===== src/rtl/cdf_store_packer_if.sv =====
// Element input and write-port channels of the CDF packing store.
// master = packer side, slave = upstream pipeline plus memory side.
interface cdf_store_packer_if #(
  parameter int RESULT_W = 20,
  parameter int LANE_W   = 16,
  parameter int BUS_W    = 128,
  parameter int ADDR_W   = 16
);
  localparam int LANES = BUS_W / LANE_W;

  logic                StartIn;
  logic [RESULT_W-1:0] ResultIn;
  logic [ADDR_W-1:0]   StoreAddressIn;
  logic                InReady;
  logic                FlushIn;

  logic [BUS_W-1:0]    WriteBus;
  logic [ADDR_W-1:0]   WriteAddress;
  logic [LANES-1:0]    WriteMask;
  logic                WriteEnable;
  logic                WriteReady;

  modport master (
    input  StartIn, ResultIn, StoreAddressIn, FlushIn, WriteReady,
    output InReady, WriteBus, WriteAddress, WriteMask, WriteEnable
  );

  modport slave (
    output StartIn, ResultIn, StoreAddressIn, FlushIn, WriteReady,
    input  InReady, WriteBus, WriteAddress, WriteMask, WriteEnable
  );
endinterface


===== src/rtl/cdf_store_packer.sv =====
// Packs lane-narrowed results into BUS_W words by element address and FIFO-buffers them for a masked write port.
// Closing element shows on WriteEnable next cycle; InReady drops while the FIFO is full. CDF_STORE_SAT_EN: saturate lanes.
module cdf_store_packer #(
  parameter int RESULT_W   = 20,
  parameter int LANE_W     = 16,
  parameter int BUS_W      = 128,
  parameter int ADDR_W     = 16,
  parameter int FIFO_DEPTH = 4
) (
  input  logic                   clock,
  input  logic                   reset_n,
  cdf_store_packer_if.master     bus,
  output logic                   done
);
  localparam int LANES     = BUS_W / LANE_W;
  localparam int LANE_BITS = $clog2(LANES);
  localparam int PTR_W     = $clog2(FIFO_DEPTH);
  localparam int CNT_W     = PTR_W + 1;
  localparam logic [CNT_W-1:0] DEPTH_C = CNT_W'(FIFO_DEPTH);

  typedef enum logic {EMPTY, PARTIAL} state_t;

  state_t              state_q, state_d;
  logic [BUS_W-1:0]    acc_dat_q, acc_dat_d;
  logic [ADDR_W-1:0]   acc_addr_q, acc_addr_d;
  logic [LANES-1:0]    acc_mask_q, acc_mask_d;

  logic [BUS_W-1:0]    fifo_dat_q  [FIFO_DEPTH];
  logic [BUS_W-1:0]    fifo_dat_d  [FIFO_DEPTH];
  logic [ADDR_W-1:0]   fifo_addr_q [FIFO_DEPTH];
  logic [ADDR_W-1:0]   fifo_addr_d [FIFO_DEPTH];
  logic [LANES-1:0]    fifo_mask_q [FIFO_DEPTH];
  logic [LANES-1:0]    fifo_mask_d [FIFO_DEPTH];
  logic [PTR_W-1:0]    wr_ptr_q, wr_ptr_d, rd_ptr_q, rd_ptr_d;
  logic [CNT_W-1:0]    count_q, count_d;
  logic                done_q, done_d;

  logic [LANE_W-1:0]   lane_val;
  logic [LANE_BITS-1:0] lane_sel;
  logic [ADDR_W-1:0]   word;
  logic [LANES-1:0]    lane_onehot, merged_mask;
  logic [BUS_W-1:0]    lane_dat;
  logic                in_rdy, accept, pop, push;
  logic [BUS_W-1:0]    push_dat;
  logic [ADDR_W-1:0]   push_addr;
  logic [LANES-1:0]    push_mask;

  generate
    if (RESULT_W > LANE_W) begin : g_narrow
`ifdef CDF_STORE_SAT_EN
      assign lane_val = (|bus.ResultIn[RESULT_W-1:LANE_W]) ? '1 : bus.ResultIn[LANE_W-1:0];
`else
      logic unused_hi;
      assign unused_hi = ^bus.ResultIn[RESULT_W-1:LANE_W];
      assign lane_val  = bus.ResultIn[LANE_W-1:0];
`endif
    end else begin : g_wide
      assign lane_val = LANE_W'(bus.ResultIn);
    end
  endgenerate

  assign lane_sel    = bus.StoreAddressIn[LANE_BITS-1:0];
  assign word        = bus.StoreAddressIn >> LANE_BITS;
  assign lane_onehot = LANES'(1) << lane_sel;
  assign merged_mask = acc_mask_q | lane_onehot;
  // No credit for a same-cycle pop keeps the full check a pure register compare.
  assign in_rdy      = (count_q < DEPTH_C);
  assign accept      = bus.StartIn && in_rdy;
  assign pop         = (count_q != '0) && bus.WriteReady;

  always_comb begin
    lane_dat = '0;
    for (int i = 0; i < LANES; i++) begin
      if (lane_onehot[i]) lane_dat[i*LANE_W +: LANE_W] = lane_val;
    end
  end

  always_comb begin
    state_d    = state_q;
    acc_dat_d  = acc_dat_q;
    acc_addr_d = acc_addr_q;
    acc_mask_d = acc_mask_q;
    push       = 1'b0;
    push_dat   = acc_dat_q;
    push_addr  = acc_addr_q;
    push_mask  = acc_mask_q;
    if (accept) begin
      if (state_q == PARTIAL && word == acc_addr_q && !(|(acc_mask_q & lane_onehot))) begin
        acc_dat_d  = acc_dat_q | lane_dat;
        acc_mask_d = merged_mask;
        if (&merged_mask) begin
          push       = 1'b1;
          push_dat   = acc_dat_q | lane_dat;
          push_mask  = merged_mask;
          acc_mask_d = '0;
          state_d    = EMPTY;
        end
      end else begin
        // Word change or lane collision retires the old word; an empty accumulator retires nothing.
        push       = (state_q == PARTIAL);
        acc_dat_d  = lane_dat;
        acc_addr_d = word;
        acc_mask_d = lane_onehot;
        state_d    = PARTIAL;
      end
    end else if (bus.FlushIn && state_q == PARTIAL && in_rdy) begin
      push       = 1'b1;
      acc_mask_d = '0;
      state_d    = EMPTY;
    end
  end

  always_comb begin
    fifo_dat_d  = fifo_dat_q;
    fifo_addr_d = fifo_addr_q;
    fifo_mask_d = fifo_mask_q;
    wr_ptr_d    = wr_ptr_q;
    rd_ptr_d    = rd_ptr_q;
    if (push) begin
      fifo_dat_d[wr_ptr_q]  = push_dat;
      fifo_addr_d[wr_ptr_q] = push_addr;
      fifo_mask_d[wr_ptr_q] = push_mask;
      wr_ptr_d              = wr_ptr_q + PTR_W'(1);
    end
    if (pop) rd_ptr_d = rd_ptr_q + PTR_W'(1);
    count_d = count_q + CNT_W'(push) - CNT_W'(pop);
    done_d  = (state_d == EMPTY) && (count_d == '0);
  end

  always_ff @(posedge clock or negedge reset_n) begin
    if (!reset_n) begin
      state_q     <= EMPTY;
      acc_dat_q   <= '0;
      acc_addr_q  <= '0;
      acc_mask_q  <= '0;
      fifo_dat_q  <= '{default: '0};
      fifo_addr_q <= '{default: '0};
      fifo_mask_q <= '{default: '0};
      wr_ptr_q    <= '0;
      rd_ptr_q    <= '0;
      count_q     <= '0;
      done_q      <= 1'b1;
    end else begin
      state_q     <= state_d;
      acc_dat_q   <= acc_dat_d;
      acc_addr_q  <= acc_addr_d;
      acc_mask_q  <= acc_mask_d;
      fifo_dat_q  <= fifo_dat_d;
      fifo_addr_q <= fifo_addr_d;
      fifo_mask_q <= fifo_mask_d;
      wr_ptr_q    <= wr_ptr_d;
      rd_ptr_q    <= rd_ptr_d;
      count_q     <= count_d;
      done_q      <= done_d;
    end
  end

  assign bus.InReady      = in_rdy;
  assign bus.WriteEnable  = (count_q != '0);
  assign bus.WriteBus     = fifo_dat_q[rd_ptr_q];
  assign bus.WriteAddress = fifo_addr_q[rd_ptr_q];
  assign bus.WriteMask    = fifo_mask_q[rd_ptr_q];
  assign done             = done_q;
endmodule


===== src/flat_wrapper.sv =====
// flat-port wrapper written by rule: the top's interface ports become plain ports
module cdf_store_packer_flat 
#(
  parameter int RESULT_W   = 20,
  parameter int LANE_W     = 16,
  parameter int BUS_W      = 128,
  parameter int ADDR_W     = 16,
  parameter int FIFO_DEPTH = 4
)
  (clock, reset_n, done, bus_StartIn, bus_ResultIn, bus_StoreAddressIn, bus_FlushIn, bus_WriteReady, bus_InReady, bus_WriteBus, bus_WriteAddress, bus_WriteMask, bus_WriteEnable);
  cdf_store_packer_if #(.RESULT_W(RESULT_W), .LANE_W(LANE_W), .BUS_W(BUS_W), .ADDR_W(ADDR_W)) bus_i ();
  input  logic clock;
  input  logic reset_n;
  output logic done;
  input wire logic [$bits(bus_i.StartIn)-1:0] bus_StartIn;
  input wire logic [$bits(bus_i.ResultIn)-1:0] bus_ResultIn;
  input wire logic [$bits(bus_i.StoreAddressIn)-1:0] bus_StoreAddressIn;
  input wire logic [$bits(bus_i.FlushIn)-1:0] bus_FlushIn;
  input wire logic [$bits(bus_i.WriteReady)-1:0] bus_WriteReady;
  output wire logic [$bits(bus_i.InReady)-1:0] bus_InReady;
  output wire logic [$bits(bus_i.WriteBus)-1:0] bus_WriteBus;
  output wire logic [$bits(bus_i.WriteAddress)-1:0] bus_WriteAddress;
  output wire logic [$bits(bus_i.WriteMask)-1:0] bus_WriteMask;
  output wire logic [$bits(bus_i.WriteEnable)-1:0] bus_WriteEnable;
  assign bus_i.StartIn = bus_StartIn;
  assign bus_i.ResultIn = bus_ResultIn;
  assign bus_i.StoreAddressIn = bus_StoreAddressIn;
  assign bus_i.FlushIn = bus_FlushIn;
  assign bus_i.WriteReady = bus_WriteReady;
  assign bus_InReady = bus_i.InReady;
  assign bus_WriteBus = bus_i.WriteBus;
  assign bus_WriteAddress = bus_i.WriteAddress;
  assign bus_WriteMask = bus_i.WriteMask;
  assign bus_WriteEnable = bus_i.WriteEnable;
  cdf_store_packer #(.RESULT_W(RESULT_W), .LANE_W(LANE_W), .BUS_W(BUS_W), .ADDR_W(ADDR_W), .FIFO_DEPTH(FIFO_DEPTH)) u_core (.clock(clock), .reset_n(reset_n), .bus(bus_i), .done(done));
endmodule

===== config.mk =====
export PLATFORM = sky130hd
export DESIGN_NAME = cdf_store_packer_flat
export DESIGN_NICKNAME = d
export VERILOG_FILES = /design/src/rtl/cdf_store_packer_if.sv /design/src/rtl/cdf_store_packer.sv /design/src/flat_wrapper.sv
export SDC_FILE = /design/constraint.sdc
export NUM_CORES = 1
export LEC_CHECK = 0
export ABC_CLOCK_PERIOD_IN_PS = 5400
export CAP_MARGIN = 20
export CORE_UTILIZATION = 50
export DETAILED_ROUTE_END_ITERATION = 10
export PLACE_DENSITY = 0.69
export SYNTH_ARGS = -nofsm -noshare
export SYNTH_HDL_FRONTEND = slang
export SYNTH_SLANG_ARGS = --single-unit
export TNS_END_PERCENT = 50

===== constraint.sdc =====
create_clock -name clock -period 5.4 [get_ports clock]
set_input_delay 1.08 -clock clock [delete_from_list [all_inputs] [get_ports clock]]
set_output_delay 1.08 -clock clock [all_outputs]
set_load 0.02 [all_outputs]

==> flow_results.org <==
** Min path
- Type of the worst min-delay path :: reg -> reg
- Counting instances, the worst hold path has a depth of 1.

** Synth
- Among all flip-flop cells after synthesis, the most frequent one is sky130_fd_sc_hd__dfrtp_1.
- Cell Area, Synth :: around 32000 um^2
- Dividing the synthesized area by the synthesized cell count gives 11.5 um^2.
- Share of flip-flops with an asynchronous set or reset after synthesis :: 1.00
- Warnings from Yosys :: 0
- For this run, the register share of the synthesized area comes to 0.587.
- Fraction of the mapped netlist area in compound gates :: 0.149
- Number of standard cells after synthesis :: between 2000 and 3000
- Post-synthesis adder-cell area fraction :: 0.00296
- Post-synthesis simple-gate area fraction :: 0.0901
- Dominant combinational cell family by area after synthesis :: compound AO/OA/AOI/OAI gates
- Yosys mapped a number of flops with a built-in enable equal to 0.
- Most numerous cell in the Yosys netlist :: sky130_fd_sc_hd__dfrtp_1
- Summed over all instances, the cell type with the most area after synthesis is sky130_fd_sc_hd__dfrtp_1.
- In the synthesized netlist, the cells that appear most often are sky130_fd_sc_hd__dfrtp_1, sky130_fd_sc_hd__nor2_1, sky130_fd_sc_hd__a21oi_1.
- After synthesis, the cell types taking the most area are sky130_fd_sc_hd__dfrtp_1, sky130_fd_sc_hd__mux4_2, sky130_fd_sc_hd__a21oi_1, sky130_fd_sc_hd__nor2_1, sky130_fd_sc_hd__a21o_1.
- Multiplexer share of the synthesized area :: 0.127
- Of the total synthesized cell area, the portion taken by XOR and XNOR cells is 0.00490.
- Counting flops and latches in the post-synthesis netlist gives 754.
- Synthesis instantiated 53 different standard cells from the library.
- The share of synthesized area in the top cell type comes to 0.586.

** Route
- The first routing iteration left 2135 violations.
- For this block, the routed nets add up to 84600 um of wire.
- The routed layout has 22900 vias.
- After detailed routing, the number of remaining DRC violations is 0.
- After detailed routing, the number of vias per cell comes to 6.05.
- Once detail routing completed, the nets flagged for antenna violations numbered 0.
- Routed wire per std cell :: 22.3 um
- First-pass iteration count of the detailed router :: 7

** Global routing
- GR Util met1 :: 0.355
- For met3 alone, demand over resource in global routing was 0.0495.
- Met2 Use GR :: 0.420
- For this run the aggregate overflow at the end of global routing stands at 0.
- Total track usage :: 0.262
- In this run the most used layer during global routing was met2.
- The initial antenna violation count came to 6.
- Entering global routing, the biggest net connects between 150 and 200 pins.
- The via count of the first global-routing pass is 23700.
- The first global-routing pass estimated 133000 um of wire.

** Clock tree
- After clock tree synthesis, the repair step resized 0 gates.
- Maximum buffer depth of the clock tree :: 3
- In this run the number of H-tree levels came out at 3.
- Buffers inserted to repair hold after CTS numbered 0.
- Once the clock tree was built, the setup fixing pass inserted 0 buffers.
- CTS tree :: yes
- Number of sinks on the clock net :: 754
- Clock buffer count from CTS :: 78
- After clock tree synthesis, the clock-pin slew on the worst setup and hold paths is 0.06 ns.
- Root Driver :: sky130_fd_sc_hd__clkbuf_16
- Clock insertion delay at the later pin of the skew report :: 0.62 ns

** Status
- The flow ran to the end, and the final reports show no timing, DRC or antenna violations.

** Finish
- Counting the fill cells in the layout gives 5019.
- P&R area growth vs syn :: 15.5%
- Summing all flip-flop and latch instances after layout gives 18900 um^2.
- The finished cells cover ~37000 um^2.
- Final #Nets :: 2934
- Share of the core filled with cells :: 0.586
- Fraction of final layout cells sized beyond drive strength 1 :: 0.123
- Summing all multi-input logic gate instances after layout gives about 12000 um^2.

** Critical path
- Worst setup path end :: bus_WriteBus[126]
- STA classifies the critical path endpoint as a primary output.
- Reg-to-reg startpoint :: u_core.acc_addr_q[12]$_DFFE_PN0P_
- Setup slack on the worst reg-to-reg path comes out at approximately 2.0 ns.
- Capture instance of the worst register-to-register path :: u_core.done$_DFF_PN1_
- The worst setup path is launched from a register.
- Worst setup path start :: u_core.rd_ptr_q[0]$_DFFE_PN0P_
- Critical path peak fanout :: 38
- Critical path class :: reg -> out
- Worst EP arrival :: 3.24 ns
- Required time worst endpoint :: 4.32 ns
- Number of cell instances on the worst register-to-register path :: 11

** Die
- slightly below 200 I/O pins were placed.
- Count of standard-cell rows :: 92
- From left edge to right edge, the die measures roughly 260 um.
- The die covers 65300 um^2.
- Initial Utilization :: 0.508
- The die is 256 um tall.
- In this run the standard cell core region covers 63300 um^2.

** STA
- On the final layout, the worst clock skew is 0.0290 ns.
- Headroom to the max-slew limit came out at 0.248.
- In the final timing run, aggregate negative setup slack is 0 ns.
- Clock period minus final worst setup slack :: 4.32 ns
- Dividing the final minimum period by the clock period gives 0.800.
- Max-slew violation count :: 0
- Slew at the pin closest to its max-slew limit :: ~1.1 ns
- Across all hold checks on the routed design, the worst slack comes to 0.477 ns.
- Hold Fails Final Rpt :: 0
- Setup repair after global routing left no endpoint under its margin.
- Setup-failing EPs final :: 0
- Maximum achievable frequency :: 231 MHz

** Place
- Buffers placed on the I/O ports in this run total 188.
- Final weighted congestion in routability-driven placement :: 0.808
- Post-DP Area :: 34600 um^2
- Sum of net half-perimeters after detailed placement :: 48600 um

** Flow run
- Max-cap violations in this run came to 0.

** Pwr
- Summed over all cells, the static leakage comes to between 0.015 and 0.02 uW.
- Power per cell area :: 715 nW/um^2
- The worst-case IR drop observed on VDD is just over 0.4 mV.
- Final Total Pwr :: 26500 uW
## power by group
part           internal [uW]  switching [uW]  total [uW]
Clock                   3140            2220        5370
Combinational           5480            5890       11400
Sequential              8210            1590        9810
Total                  16800            9700       26500
## worst min path at each step
stage                                            from                                end  slack (ns)
finish               u_core.acc_dat_q[50]$_DFFE_PN0P_   u_core.acc_dat_q[50]$_DFFE_PN0P_        0.48
detailed placement   u_core.acc_dat_q[34]$_DFFE_PN0P_   u_core.acc_dat_q[34]$_DFFE_PN0P_        0.47
global placement     u_core.acc_dat_q[31]$_DFFE_PN0P_   u_core.acc_dat_q[31]$_DFFE_PN0P_        0.46
floorplan            u_core.acc_dat_q[16]$_DFFE_PN0P_   u_core.acc_dat_q[16]$_DFFE_PN0P_        0.45
global route        u_core.acc_dat_q[114]$_DFFE_PN0P_  u_core.acc_dat_q[114]$_DFFE_PN0P_        0.48
CTS                  u_core.acc_dat_q[74]$_DFFE_PN0P_   u_core.acc_dat_q[74]$_DFFE_PN0P_        0.48
## state kept, by name, summed over array words and instances (netlist names)
register	cells
u_core.fifo_dat_q	512
u_core.acc_dat_q	128
u_core.fifo_addr_q	52
u_core.fifo_mask_q	32
u_core.acc_addr_q	13
u_core.acc_mask_q	8
u_core.count_q	3
u_core.rd_ptr_q	2
u_core.wr_ptr_q	2
u_core.done	1
u_core.state_q	1
## routing by layer
layer	up-vias	share of wire	wire length, um
met5	-	0.00039	33
met4	6	0.033	2770
met3	144	0.071	6050
met2	840	0.48	40600
met1	11900	0.42	35200
li1	10100	-	-
## layout by cell type (no fill, tap or decap), types with 4 or more instances in the layout
master	netlist	routed
sky130_fd_sc_hd__dfrtp_1	753	751
sky130_fd_sc_hd__nor2_1	662	661
sky130_fd_sc_hd__a21oi_1	530	530
sky130_fd_sc_hd__clkdlybuf4s50_1	0	187
sky130_fd_sc_hd__mux4_2	149	149
sky130_fd_sc_hd__a31oi_1	135	131
sky130_fd_sc_hd__a21o_1	128	128
sky130_fd_sc_hd__clkbuf_16	0	80
sky130_fd_sc_hd__nand2_1	37	37
sky130_fd_sc_hd__mux2_2	37	37
sky130_fd_sc_hd__mux2_1	27	27
sky130_fd_sc_hd__buf_4	58	21
sky130_fd_sc_hd__buf_12	0	21
sky130_fd_sc_hd__o32a_1	17	17
sky130_fd_sc_hd__clkbuf_1	56	17
sky130_fd_sc_hd__clkbuf_8	0	17
sky130_fd_sc_hd__inv_1	13	13
sky130_fd_sc_hd__clkinv_2	0	12
sky130_fd_sc_hd__xnor2_1	9	9
sky130_fd_sc_hd__xor2_1	9	9
sky130_fd_sc_hd__ha_1	6	6
sky130_fd_sc_hd__o2bb2ai_1	5	5
sky130_fd_sc_hd__and2_1	4	4
sky130_fd_sc_hd__nand3b_1	4	4
sky130_fd_sc_hd__a31oi_4	0	4
sky130_fd_sc_hd__bufinv_16	0	4
## kinds of logic after synthesis
logic type | count (synthesis)
xor gates and xnor gates | 18
and+or+nand+nor | 737
DFF | 754
AOI/OAI and AO/OA | 829
muxes | 215
buffers and inverters | 242
adders and majority gates | 7
other | 1
## metrics by stage
stage               cells  setup slack, ns
global route         3789            0.891
CTS                  3789            0.987
finish               3791             1.08
detailed placement   3652            0.721
floorplan            2805             1.77
global placement     3652            0.831
## worst max-delay path, cell delays in order, from the launching register on
cell                              delay, ns
sky130_fd_sc_hd__dfrtp_4               1.01
sky130_fd_sc_hd__buf_4                 0.41
sky130_fd_sc_hd__mux4_2                0.56
sky130_fd_sc_hd__clkdlybuf4s50_1       0.61
## area by class of cell
type,instances,area share
well taps,846,0.0285
clock buffers,114,0.0619
inverters,13,0.00131
repair buffers,230,0.0664
diodes,2,0.000135
flip-flops and latches,754,0.508
multi-input cells,1809,0.327
clock inverters,23,0.00661
No activity file was read; power rests on OpenSTA's default activity.
